<file path="src/rtl/multi_channel_debouncer.sv">
// multi_channel_debouncer: per-channel sync + stability filter giving clean level, edge pulses and long-press/repeat pulses
module multi_channel_debouncer #(
  parameter int N_CH          = 4,
  parameter int SYNC_STAGES   = 2,
  parameter int STABLE_CYCLES = 10_000_000,
  parameter int HOLD_CYCLES   = 50_000_000,
  parameter int REPEAT_CYCLES = 10_000_000,
  parameter int ACTIVE_LOW    = 1,
  parameter int CNT_W         = 26
) (
  input  logic            clk,
  input  logic            rst,
  input  logic [N_CH-1:0] inp,
  output logic [N_CH-1:0] level,
  output logic [N_CH-1:0] rise,
  output logic [N_CH-1:0] fall,
  output logic [N_CH-1:0] hold,
  output logic            any_rise
);
  localparam logic POL = (ACTIVE_LOW != 0);
  localparam logic [CNT_W-1:0] STABLE = CNT_W'(STABLE_CYCLES);
  localparam logic [CNT_W-1:0] HOLD_M1 = CNT_W'(HOLD_CYCLES > 0 ? HOLD_CYCLES - 1 : 0);
  localparam logic [CNT_W-1:0] REP_M1 = CNT_W'(REPEAT_CYCLES > 0 ? REPEAT_CYCLES - 1 : 0);
  typedef enum logic [1:0] {IDLE, WAIT_HOLD, REPEAT} state_t;
  logic [N_CH-1:0] rise_nxt;
  for (genvar c = 0; c < N_CH; c++) begin : g_ch
    logic [SYNC_STAGES-1:0] sr;
    logic s, last, lvl, r, f, h, take, rn, fn, hn;
    logic [CNT_W-1:0] scnt, scnt_nxt, hcnt, hcnt_nxt;
    state_t st, st_nxt;
    assign s = sr[SYNC_STAGES-1] ^ POL;
    always_comb begin
      scnt_nxt = (s != last) ? '0 : (scnt == STABLE) ? scnt : scnt + CNT_W'(1);
      take = (scnt_nxt == STABLE) && (last != lvl);
      rn = take && last;
      fn = take && !last;
    end
    // A rise takes priority over the level==0 return to IDLE, since level is still 0 in the rise cycle.
    always_comb begin
      st_nxt = st;
      hcnt_nxt = hcnt + CNT_W'(1);
      hn = 1'b0;
      if (HOLD_CYCLES == 0 || fn || (!lvl && !rn)) begin
        st_nxt = IDLE;
        hcnt_nxt = '0;
      end else if (st == IDLE) begin
        st_nxt = rn ? WAIT_HOLD : IDLE;
        hcnt_nxt = '0;
      end else if (st == WAIT_HOLD && hcnt == HOLD_M1) begin
        st_nxt = REPEAT;
        hcnt_nxt = '0;
        hn = 1'b1;
      end else if (st == REPEAT && REPEAT_CYCLES == 0) begin
        hcnt_nxt = hcnt;
      end else if (st == REPEAT && hcnt == REP_M1) begin
        hcnt_nxt = '0;
        hn = 1'b1;
      end
    end
    always_ff @(posedge clk or negedge rst) begin
      if (!rst) begin
        sr <= {SYNC_STAGES{POL}};
        last <= 1'b0;
        scnt <= '0;
        hcnt <= '0;
        st <= IDLE;
        lvl <= 1'b0;
        r <= 1'b0;
        f <= 1'b0;
        h <= 1'b0;
      end else begin
        sr <= {sr[SYNC_STAGES-2:0], inp[c]};
        last <= s;
        scnt <= scnt_nxt;
        hcnt <= hcnt_nxt;
        st <= st_nxt;
        lvl <= take ? last : lvl;
        r <= rn;
        f <= fn;
        h <= hn;
      end
    end
    assign rise_nxt[c] = rn;
    assign level[c] = lvl;
    assign rise[c] = r;
    assign fall[c] = f;
    assign hold[c] = h;
  end
  always_ff @(posedge clk or negedge rst) begin
    if (!rst) any_rise <= 1'b0;
    else any_rise <= |rise_nxt;
  end
endmodule

</file>
<file path="config.mk">
export PLATFORM = sky130hd
export DESIGN_NAME = multi_channel_debouncer
export DESIGN_NICKNAME = d
export VERILOG_FILES = /design/src/rtl/multi_channel_debouncer.sv
export SDC_FILE = /design/constraint.sdc
export NUM_CORES = 1
export LEC_CHECK = 0
export CAP_MARGIN = 20
export CORE_MARGIN = 1
export CORE_UTILIZATION = 51
export CTS_BUF_LIST = sky130_fd_sc_hd__clkbuf_4
export CTS_CLUSTER_DIAMETER = 50
export DETAILED_ROUTE_END_ITERATION = 8
export PLACE_DENSITY_LB_ADDON = 0.08
export SYNTH_ARGS = -nofsm -noshare
export SYNTH_HDL_FRONTEND = slang
export SYNTH_SLANG_ARGS = --single-unit
</file>
<file path="constraint.sdc">
create_clock -name clk -period 4.7 [get_ports clk]
set_input_delay 0.94 -clock clk [delete_from_list [all_inputs] [get_ports clk]]
set_output_delay 0.94 -clock clk [all_outputs]
set_load 0.01 [all_outputs]
</file>
# --- Yosys cells after proc, flatten, opt, wreduce, memory -nomap -nowiden ---
# Index checks and enable logic that the tools add are counted.
totals:
  ff_bits: 245
  wordCells: 186
  inputBits: 6
  output_inout_bits: 17
op_classes:
  bitwise: 4
  n_addsub: 8
  n_eq_ne: 32
  n_reduce_logical: 49
  mux: 56
op_table:
  columns: ["op", "n"]
  rows:
  - ["$mux 26", 24]
  - ["$eq 26x24->1 const B", 12]
  - ["$add 26x1->26 const B", 8]
  - ["$eq 26x26->1 const B", 4]
  - ["$logic_and 1x1->1", 24]
  - ["$mux 2", 12]
  - ["$mux 1", 20]
  - ["$logic_not 1->1", 12]
  - ["$reduce_bool 3->1", 4]
  - ["$eq 2x1->1 const B", 4]
  - ["$eq 2x2->1 const B", 4]
  - ["$logic_not 2->1", 4]
  - ["$ne 1x1->1", 8]
  - ["$logic_or 1x1->1", 4]
  - ["$not 1->1", 4]
  - ["$reduce_or 4->1", 1]

# --- Longest topological paths before layout ---
# Gate-level depths: netlist (run 1).
depth:
  ltp_word: 10
  ltp_mapped: 12
  mapped_depth_nobuf: 11

# --- Worst setup path after synthesis (run 1) ---
# No wires, ideal clock.
synth_path:
  kind: "reg2reg"
  start: "register g_ch[2].scnt[1]"
  end: "register g_ch[2].hcnt[19]"
  path_stages_with_launch: 11
  arrival_time_ns: 3.172
  slack_ns: 1.427
  period_less_slack_ns: 3.273
  t_required_ns: 4.599
  n_path_buf: 1
  cell_sequence: "dfrtp_1 -> ha_1 -> nand3_1 -> nor4_1 -> mux2_2 -> nand4b_1 -> or4_4 -> or4_4 -> mux2i_4 -> buf_6 -> nor4_1"
synth_between:
  elab_chain_len: 10
  elab_cells_between_ends: 12
synth_lines:
  columns: ["element", "line", "rtl"]
  rows:
  - ["from (decl)", "29", "logic [CNT_W-1:0] scnt, scnt_nxt, hcnt, hcnt_nxt;"]
  - ["from (signal assigned)", "74", "scnt <= scnt_nxt;"]
  - ["$add 26x1->26 / $eq 26x24->1 (equally long branches)", "33", "scnt_nxt = (s != last) ? '0 : (scnt == STABLE) ? scnt : scnt + CNT_W'(1);"]
  - ["$mux 26 (*) (2 in series)", "33", null]
  - ["via g_ch[2].scnt_nxt[14]", "29", null]
  - ["$eq 26x24->1 (*)", "34", "take = (scnt_nxt == STABLE) && (last != lvl);"]
  - ["$logic_and 1x1->1 (*)", "34", null]
  - ["$logic_and 1x1->1", "35", "rn = take && last;"]
  - ["$logic_not 1->1", "43", "if (HOLD_CYCLES == 0 || fn || (!lvl && !rn)) begin"]
  - ["$logic_and 1x1->1", "43", null]
  - ["$logic_or 1x1->1 (*)", "43", null]
  - ["$mux 26 (*)", "43", null]
  - ["via g_ch[2].hcnt_nxt[19]", "29", null]
  - ["to (signal assigned)", "75", "hcnt <= hcnt_nxt;"]
  - ["to (decl)", "29", null]
# Mark *: on every way through the listed nets, which the timed path passes. The rest lies on a longest branch.
# A chain may end at the register's enable or synchronous reset.

# --- Worst setup path after layout (run 1) ---
layout_path:
  start: "register g_ch[1].scnt[1]"
  end: "register g_ch[1].hcnt[22]"
layout_between:
  elab_chain_len: 10
  elab_cells_between_ends: 12
layout_lines:
  columns: ["element", "line"]
  rows:
  - ["from (decl)", "29"]
  - ["from (signal assigned)", "74"]
  - ["$add 26x1->26 / $eq 26x24->1 (equally long branches)", "33"]
  - ["$mux 26 (*) (2 in series)", "33"]
  - ["$eq 26x24->1 (*)", "34"]
  - ["$logic_and 1x1->1 (*)", "34"]
  - ["$logic_and 1x1->1", "35"]
  - ["$logic_not 1->1", "43"]
  - ["$logic_and 1x1->1", "43"]
  - ["$logic_or 1x1->1 (*)", "43"]
  - ["$mux 26 (*)", "43"]
  - ["via g_ch[1].hcnt_nxt[22]", "29"]
  - ["to (signal assigned)", "75"]
  - ["to (decl)", "29"]
# Marks and branches as above.

==> results_dict.tcl, run 1 <==
set metrics [dict create \
    status "finished clean" \
    peakVddDrop_mv 0.172 \
    num-fill-cells 2464 \
    finalSetupViolCount 0 \
    cts_resized 0 \
    yosysUniqueCellTypes 86 \
    place.port_buffers 22 \
    overflow 0 \
    synth-simple-area-share_pct 29.3 \
    drive_above_1_share_pct 12.8 \
    cts_buffers 70 \
    grt_max_degree 109 \
    area_delta_synth_final_pct 9.09 \
    slowest_delay_ns 0.95 \
    cp_common_cell "nand3_1" \
    startpoint_type "flop" \
    grt_first_pass_wirelength_um 53600 \
    critical_path.cell_chain "ha_1, nand3_1, nor4_4, and3_1, a311oi_1, a221oi_2, nand3_1, or4b_1, a21oi_1" \
    cts_hold_buf 0 \
    synth_compound_area_share_pct 8.21 \
    path_buf_inv 0 \
    critical_path_class "reg -> reg" \
    synth_edf_count 0 \
    rr_startpoint "g_ch[1].scnt[1]" \
    critPathArrivalTime_ns 4.38 \
    worst_pin_slew_ns 1.00 \
    synth_area_um2 14000 \
    hold_ws_ns 0.298 \
    drt_pass1_iterations 5 \
    relSlewSlack_pct 32.7 \
    post-synth-top-area-cell "dfrtp_1" \
    fin_nets 1540 \
    synth_fa_ha_area_share_pct 1.07 \
    yosys_warnings 0 \
    num_rows 60 \
    die_area_um2 28100 \
    syn-mean-instance-area_um2 9.37 \
    synth_cells 1491 \
    max-cap-violations 0 \
    cts_root_buffer "clkbuf_4" \
    syn-num-nets 1509 \
    place_area_um2 14300 \
    route.detailed.drc 0 \
    synth_ff_type "dfrtp_1" \
    max_freq_ghz 0.261 \
    post-route-period-util_pct 81.6 \
    crit_fanout 21 \
    wl_um 31100 \
    grt_setup_unrepaired "no" \
    post_cts_buffers 0 \
    synth_top_family_by_area "simple AND/OR/NAND/NOR gates" \
    yosysMostFrequentCell "dfrtp_1" \
    ctsLongestPathBuffers 3 \
    drt_iter0_drc 775 \
    dp_hpwl_um 21100 \
    clk_pin_slew_ns 0.07 \
    r2r-end "g_ch[1].hcnt[22]" \
    htree_levels 3 \
    synth_top_cells_by_count "dfrtp_1, nor2_1, nand2_1" \
    synthTopCellsByArea "dfrtp_1, xnor2_1, xor2_1" \
    rrSetupSlack_ns 0.87 \
    crit_family "simple AND/OR/NAND/NOR gates" \
    critPathSlowestCell "or4b_1" \
    cts_tree "yes" \
    grt_usage_pct 22.9 \
    ant_nets 0 \
    post-route-min-period_ns 3.83 \
    seq_area_frac_synth_pct 44.0 \
    viasPerCell 5.86 \
    die_h_um 168 \
    fin_util_pct 56.6 \
    reg2reg_depth 9 \
    power_density_nw_per_um2 288 \
    vias 11208 \
    synth_xor_area_share_pct 11.5 \
    fin_skew_ns 0.0511 \
    first_global_vias 10943 \
    end_kind "flop" \
    gp_congestion 0.953 \
    synth.area.mux_share_pct 1.56 \
    ys_seq_elements 245 \
    clk_latency_ns 0.67 \
    antenna_found_initial 1 \
    drv_slew 0 \
    pin_count 23 \
    startpoint "g_ch[1].scnt[1]" \
    min-delay-path-class "in -> async" \
    start_util_pct 51.8 \
    fin_area_um2 15200 \
    fin_setup_tns_ns 0 \
    leakage_nw 5.99 \
    die_w_um 168 \
    cp.required_ns 5.25 \
    synth.top_cell.area_share_pct 42.4 \
    hold_violations 0 \
    clock_sinks 245 \
    wl_per_cell_um 16.2 \
    synthArstFlopShare_pct 100 \
    core_area_um2 27000 \
]
## final cells by class
type                    count  area [µm²]  area share [%]
well taps                 341         427            2.80
clock buffers             105         788            5.17
multi-input cells        1120        7250            47.6
flip-flops and latches    245        6140            40.3
clock inverters            15         113           0.739
repair buffers             38         345            2.27
diodes                      1        2.50          0.0164
inverters                  47         176            1.16
## registers in the layout, summed over array words and instances (netlist names)
register	count
g_ch.h	4
any_rise	1
g_ch.sr	8
g_ch.last	4
g_ch.lvl	4
g_ch.f	4
g_ch.hcnt	104
g_ch.scnt	104
g_ch.r	4
g_ch.st	8
## power breakdown
group,internal (mW),leakage (nW),switching (mW)
clock network,1.13,0.544,0.899
registers,2.13,3.38,0.0355
logic,0.0661,2.07,0.137
## cells by family (layout without fill, tap and decap cells)
kind of cell | after synthesis | in the layout
adder cells (fa/ha/maj) | 12 | 12
multiplexers | 19 | 19
AO/OA/AOI/OAI | 173 | 173
flip-flops | 245 | 245
XOR/XNOR | 183 | 183
other | 0 | 1
AND/OR/NAND/NOR | 733 | 733
buffers and inverters | 126 | 205
## through the flow
stage	setup WS (ns)	cells	total power, mW
detailed placement	0.901	1791	2.41
CTS	0.883	1911	4.49
finish	0.865	1912	4.40
global placement	0.955	1791	2.41
floorplan	1.43	1491	2.32
global route	0.527	1912	4.63
## worst max-delay path by stage
stage                       end  slack (ns)  cells after the start
2_1_floorplan  g_ch[2].hcnt[19]        1.43                     10
3_3_place_gp    g_ch[0].hcnt[3]        0.96                      8
3_5_place_dp    g_ch[1].hcnt[1]        0.90                      9
4_1_cts         g_ch[1].hcnt[1]        0.88                      9
5_1_grt         g_ch[1].hcnt[1]        0.53                      9
6_report       g_ch[1].hcnt[22]        0.87                      9
## layer usage
layer | track usage (%) | wire [µm] | vias up
met2 | 34.9 | 14200 | 275
li1 | - | - | 5447
met4 | 8.34 | 635 | 0
met3 | 4.11 | 1520 | 57
met1 | 32.6 | 14800 | 5429
met5 | 0 | 0 | -
## layout by cell type, fill, tap and decap left out, drive strengths merged, types with 23 or more instances in the layout
| cell type | count |
|---|---|
| xnor2 | 98 |
| nor4 | 58 |
| inv | 48 |
| xor2 | 85 |
| nand2 | 106 |
| or4 | 23 |
| nor2 | 151 |
| o21ai | 29 |
| nand4 | 52 |
| nor3 | 60 |
| and3 | 47 |
| a21oi | 54 |
| nand3 | 104 |
| clkbuf | 105 |
| a211oi | 23 |
| dfrtp | 237 |
No activity file was read; power rests on OpenSTA's default activity.
==> run 2: changes to the inputs <==
==> constraint.sdc (replaced) <==
create_clock -name clk -period 3.85 [get_ports clk]
set_input_delay 0.77 -clock clk [delete_from_list [all_inputs] [get_ports clk]]
set_output_delay 0.77 -clock clk [all_outputs]
set_load 0.01 [all_outputs]
==> run 2 against run 1 <==
Net effect:
- power is 20% higher
- routed wire length is 0.34% lower
- first-iteration DRC count shrank 20%
- cell count increased by 0.78%
- via count decreased by 0.48%
==> results_dict.tcl, run 2 (synthesis results as in run 1) <==
set metrics [dict create \
    grtUsageMet1_pct 32.2 \
    drive_above_1_share_pct 13.6 \
    area_delta_synth_final_pct 9.95 \
    route.detailed.drc 0 \
    die_w_um 168 \
    core_area_um2 27000 \
    clk_pin_slew_ns 0.06 \
    layout_commonest_cell "dfrtp_1" \
    busiest_layer "met2" \
    dp_hpwl_um 21200 \
    critical_path_class "reg -> reg" \
    final-instance-count-excl-fill 1927 \
    grt_setup_unrepaired "no" \
    wl_um 31000 \
    viasPerCell 5.79 \
    htree_levels 3 \
    met2_usage_pct 36.5 \
    num-fill-cells 2417 \
    post-route-period-util_pct 93.0 \
    drv_slew 0 \
    max_freq_ghz 0.279 \
    antenna_found_initial 1 \
    clk_latency_ns 0.69 \
    cts_hold_buf 0 \
    die_area_um2 28100 \
    final_cell_mix "dfrtp_1, nor2_1, nand2_1" \
    pin_count 23 \
    timing.final.ws_setup_ns 0.268 \
    cp.required_ns 4.39 \
    cts_tree "yes" \
    drt_iter0_drc 619 \
    path_buf_inv 1 \
    grt_max_degree 118 \
    overflow 0 \
    start_util_pct 51.8 \
    cts_buffers 71 \
    critPathSlowestCell "or4_4" \
    top_regs "g_ch.hcnt (104), g_ch.scnt (104)" \
    slowest_delay_ns 0.52 \
    power_density_nw_per_um2 344 \
    relSlewSlack_pct 38.7 \
    fin_setup_tns_ns 0 \
    crit_fanout 30 \
    grt_usage_pct 23.2 \
    min-delay-path-class "in -> async" \
    post-place-ws_ns 0.151 \
    fin_skew_ns 0.0395 \
    drt_pass1_iterations 6 \
    cp_num_cells 10 \
    num_rows 60 \
    max-cap-violations 0 \
    wl_per_cell_um 16.1 \
    startpoint_type "flop" \
    worst_pin_slew_ns 0.919 \
    status "finished clean" \
    post-route-min-period_ns 3.58 \
    critPathArrivalTime_ns 4.12 \
    crit_family "simple AND/OR/NAND/NOR gates" \
    die_h_um 168 \
    vias 11154 \
    finalSetupViolCount 0 \
    cts_root_buffer "clkbuf_4" \
    end_kind "flop" \
    clock_sinks 245 \
    grt_first_pass_wirelength_um 54200 \
    dp.cells 1806 \
    reg2reg_depth 10 \
    critical_path.cell_chain "ha_2, nand3_1, nor4_2, mux2_2, nand4b_1, or4_4, or4_4, mux2i_4, buf_12, nor4_1" \
    first_global_vias 11130 \
    fin_nets 1556 \
    ant_nets 0 \
    hold_violations 0 \
    gp_congestion 0.866 \
    peakVddDrop_mv 0.301 \
    post_cts_buffers 0 \
    ctsLongestPathBuffers 3 \
    use_met3_pct 4.40 \
    cp_common_cell "or4_4" \
    place.port_buffers 22 \
    leakage_nw 6.05 \
]
run 2: changes by cell type in the layout (fill, tap and decap cells not counted), sizes merged:
cell	delta
clkbuf	-1
diode	+1
buf	+15
bufinv	-1
clkinv	+1
run 2: where the power goes:
| part | total (mW) | internal, mW | switching (mW) |
|---|---|---|---|
| sequential | 2.65 | 2.61 | 0.0428 |
| clock | 2.37 | 1.29 | 1.08 |
| combinational | 0.258 | 0.0880 | 0.170 |
| total | 5.28 | 3.99 | 1.30 |
run 2: repair_timing:
| action | 4_1_cts | 5_1_grt |
|---|---|---|
| setup endpoints to repair | 0 | 15 |
| resized for setup | 0 | 4 |
| hold endpoints to repair | 0 | 0 |
run 2: area by class of cell:
type,count,area (µm²),share of cell area [%]
clock buffers,104,781,5.08
multi-input cells,1120,7260,47.3
flip-flops and latches,245,6140,40.0
repair buffers,53,483,3.14
well taps,341,427,2.78
clock inverters,15,83.8,0.546
diodes,2,5.00,0.0326
inverters,47,176,1.15
run 2: worst paths after layout:
check / from / end / slack, ns
setup / recovery: g_ch[2].scnt[0] / g_ch[2].hcnt[7] / 0.27
hold / removal: rst / g_ch[2].scnt[23] / 0.15
setup reg to reg: g_ch[2].scnt[0] / g_ch[2].hcnt[7] / 0.27
hold reg to reg: g_ch[1].sr[0] / g_ch[1].sr[1] / 0.35
max in group asynchronous: rst / g_ch[3].hcnt[12] / 2.76
min in group clk: g_ch[1].sr[0] / g_ch[1].sr[1] / 0.35
run 2: per-layer routing:
metal,vias to the layer above,part of all wire [%]
met5,-,0
met4,0,2.3
met3,64,4.4
met2,235,46
met1,5361,47
li1,5494,-
run 2: metrics by stage:
stage,hold WS (ns),total power [mW],util [%],cell area [µm²]
3_5_place_dp,0.348,2.96,53.7,14500
2_1_floorplan,0.345,2.83,-,14000
5_1_grt,0.211,5.55,57.0,15400
6_report,0.151,5.28,57.0,15400
4_1_cts,0.177,5.38,56.9,15300
3_3_place_gp,0.350,2.96,53.7,14500
run 2: worst reg2reg max path, delay by kind of cell (launching register included):
kind          cells  cell delay [ns]
mux               2             0.59
buf+inv           1             0.18
flops             1             0.42
simple gates      6             2.00
fa+ha+maj         1             0.25
==> run 3: changes to the inputs <==
--- a/config.mk
+++ b/config.mk
@@ -6,12 +6,14 @@
 export NUM_CORES = 1
 export LEC_CHECK = 0
 export CAP_MARGIN = 20
+export CORE_ASPECT_RATIO = 1.25
 export CORE_MARGIN = 1
 export CORE_UTILIZATION = 51
 export CTS_BUF_LIST = sky130_fd_sc_hd__clkbuf_4
 export CTS_CLUSTER_DIAMETER = 50
 export DETAILED_ROUTE_END_ITERATION = 8
 export PLACE_DENSITY_LB_ADDON = 0.08
+export SLEW_MARGIN = 5
 export SYNTH_ARGS = -nofsm -noshare
 export SYNTH_HDL_FRONTEND = slang
 export SYNTH_SLANG_ARGS = --single-unit
==> run 3 against run 2 <==
Net effect:
- cell count grew 0.21%
- routed wire length grew 0.89%
- sequential share of layout area shrank 0.25 points
- worst setup slack got worse by 0.023 ns
- core utilization rose by 0.44 points
- combinational power is 3% lower
- first-iteration DRC count grew 10%
- count of clock-buffer cells in the layout decreased by 2
- power rose by 5.4%
- largest cell class unchanged
- highest routed layer unchanged
==> results_dict.tcl, run 3 (synthesis results as in run 1) <==
set metrics [dict create \
    gp_congestion 0.891 \
    post_cts_buffers 0 \
    drive_above_1_share_pct 13.4 \
    grtUsageMet1_pct 29.0 \
    place.port_buffers 22 \
    overflow 0 \
    area_delta_synth_final_pct 10.6 \
    vias 11106 \
    die_h_um 187 \
    crit_fanout 30 \
    cp.required_ns 4.42 \
    fin_skew_ns 0.0390 \
    end_kind "flop" \
    viasPerCell 5.75 \
    startpoint_type "flop" \
    max-cap-violations 0 \
    pin_count 23 \
    final_cell_mix "dfrtp_1, nor2_1, nand2_1" \
    max_freq_ghz 0.277 \
    seqPwrFrac_pct 47.6 \
    busiest_layer "met2" \
    power_density_nw_per_um2 360 \
    status "finished clean" \
    fin_nets 1552 \
    ant_nets 0 \
    layout_commonest_cell "dfrtp_1" \
    peakVddDrop_mv 0.222 \
    drv_slew 0 \
    wl_per_cell_um 16.2 \
    cts_root_buffer "clkbuf_4" \
    wl_um 31200 \
    route.detailed.drc 0 \
    clk_latency_ns 0.69 \
    first_global_vias 11114 \
    antenna_found_initial 2 \
    die_area_um2 28100 \
    p_int_mw 4.24 \
    num_rows 67 \
    grt_setup_unrepaired "no" \
    p_comb_share_pct 4.5 \
    grt_first_pass_wirelength_um 53800 \
    clk_pin_slew_ns 0.07 \
    ctsLongestPathBuffers 3 \
    worst_pin_slew_ns 0.773 \
    fin_util_pct 57.4 \
    finalSetupViolCount 0 \
    cts_tree "yes" \
    start_util_pct 51.9 \
    relSlewSlack_pct 48.2 \
    die_w_um 150 \
    switchingPower_mw 1.33 \
    drt_iter0_drc 682 \
    fin_setup_tns_ns 0 \
    pwr-share-clk_pct 47.9 \
    critPathArrivalTime_ns 4.18 \
    critical_path_class "reg -> reg" \
    htree_levels 3 \
    post-route-period-util_pct 93.6 \
    min-delay-path-class "in -> async" \
    clock_sinks 245 \
    dp_hpwl_um 21400 \
    post-route-min-period_ns 3.60 \
    grt_usage_pct 23.5 \
    drt_pass1_iterations 5 \
    grt_max_degree 98 \
    use_met3_pct 4.41 \
    leakage_nw 6.10 \
    met2_usage_pct 39.9 \
    cts_buffers 70 \
    p_sw_share_pct 23.9 \
    core_area_um2 26900 \
    hold_violations 0 \
    top_regs "g_ch.hcnt (104), g_ch.scnt (104)" \
]
-- run 3: path summary, 6_finish.rpt --
kind | start | endpoint | slack (ns) | cells after the start
worst max-delay path | g_ch[2].scnt[1] | g_ch[2].hcnt[20] | 0.25 | 10
worst min-delay path | rst | g_ch[0].hcnt[22] | 0.1 | 1
min in group clk | g_ch[1].sr[0] | g_ch[1].sr[1] | 0.35 | 0
worst max register to register | g_ch[2].scnt[1] | g_ch[2].hcnt[20] | 0.25 | 10
worst min register to register | g_ch[1].sr[0] | g_ch[1].sr[1] | 0.35 | 0
max in group asynchronous | rst | g_ch[3].scnt[20] | 2.93 | 2
-- run 3: layer usage --
layer / wire length [µm] / up-vias
li1: - / 5475
met1: 13500 / 5376
met2: 15700 / 193
met3: 1160 / 62
met4: 806 / 0
met5: 0 / -
-- run 3: power groups by stage --
stage	combinational [mW]	sequential (mW)	clock (mW)
after global placement	0.255	2.69	0
after CTS	0.260	2.65	2.79
after floorplan	0.151	2.68	0
after global routing	0.288	2.65	2.92
after detailed placement	0.258	2.69	0
final	0.251	2.65	2.67
-- run 3: final cells by class --
type                    instances  area (µm²)
clock inverters                20         208
multi-input cells            1120        7260
fillers                      2420       11500
diodes                          2        5.00
flip-flops and latches        245        6140
repair buffers                 50         473
inverters                      47         176
clock buffers                 102         766
well taps                     345         432
-- run 3: through the flow --
step                      cell area (µm²)  hold WS (ns)  setup WS (ns)  std cells  power, mW
final                               15500        0.0960          0.245       1931       5.57
after global routing                15500         0.117         0.0485       1931       5.86
after CTS                           15400        0.0848          0.178       1929       5.70
after detailed placement            14500         0.347          0.195       1807       2.95
after global placement              14500         0.346          0.288       1807       2.95
after floorplan                     14000         0.345          0.577       1491       2.83
-- run 3: timing repair --
| action | in CTS | in global routing |
|---|---|---|
| hold endpoints to repair | 0 | 0 |
| hold buffers | 0 | 0 |
| resized for setup | 0 | 1 |
| setup endpoints to repair | 0 | 10 |
-- run 3: worst max-delay path, stage by stage (launching register included) --
cell and delay (ns):
dfrtp_1 0.43, ha_1 0.27, nand3_1 0.15, nor4_2 0.32
mux2_2 0.37, nand4b_1 0.18, or4_4 0.53, or4_4 0.54
mux2i_4 0.22, buf_12 0.19, nor4_1 0.31
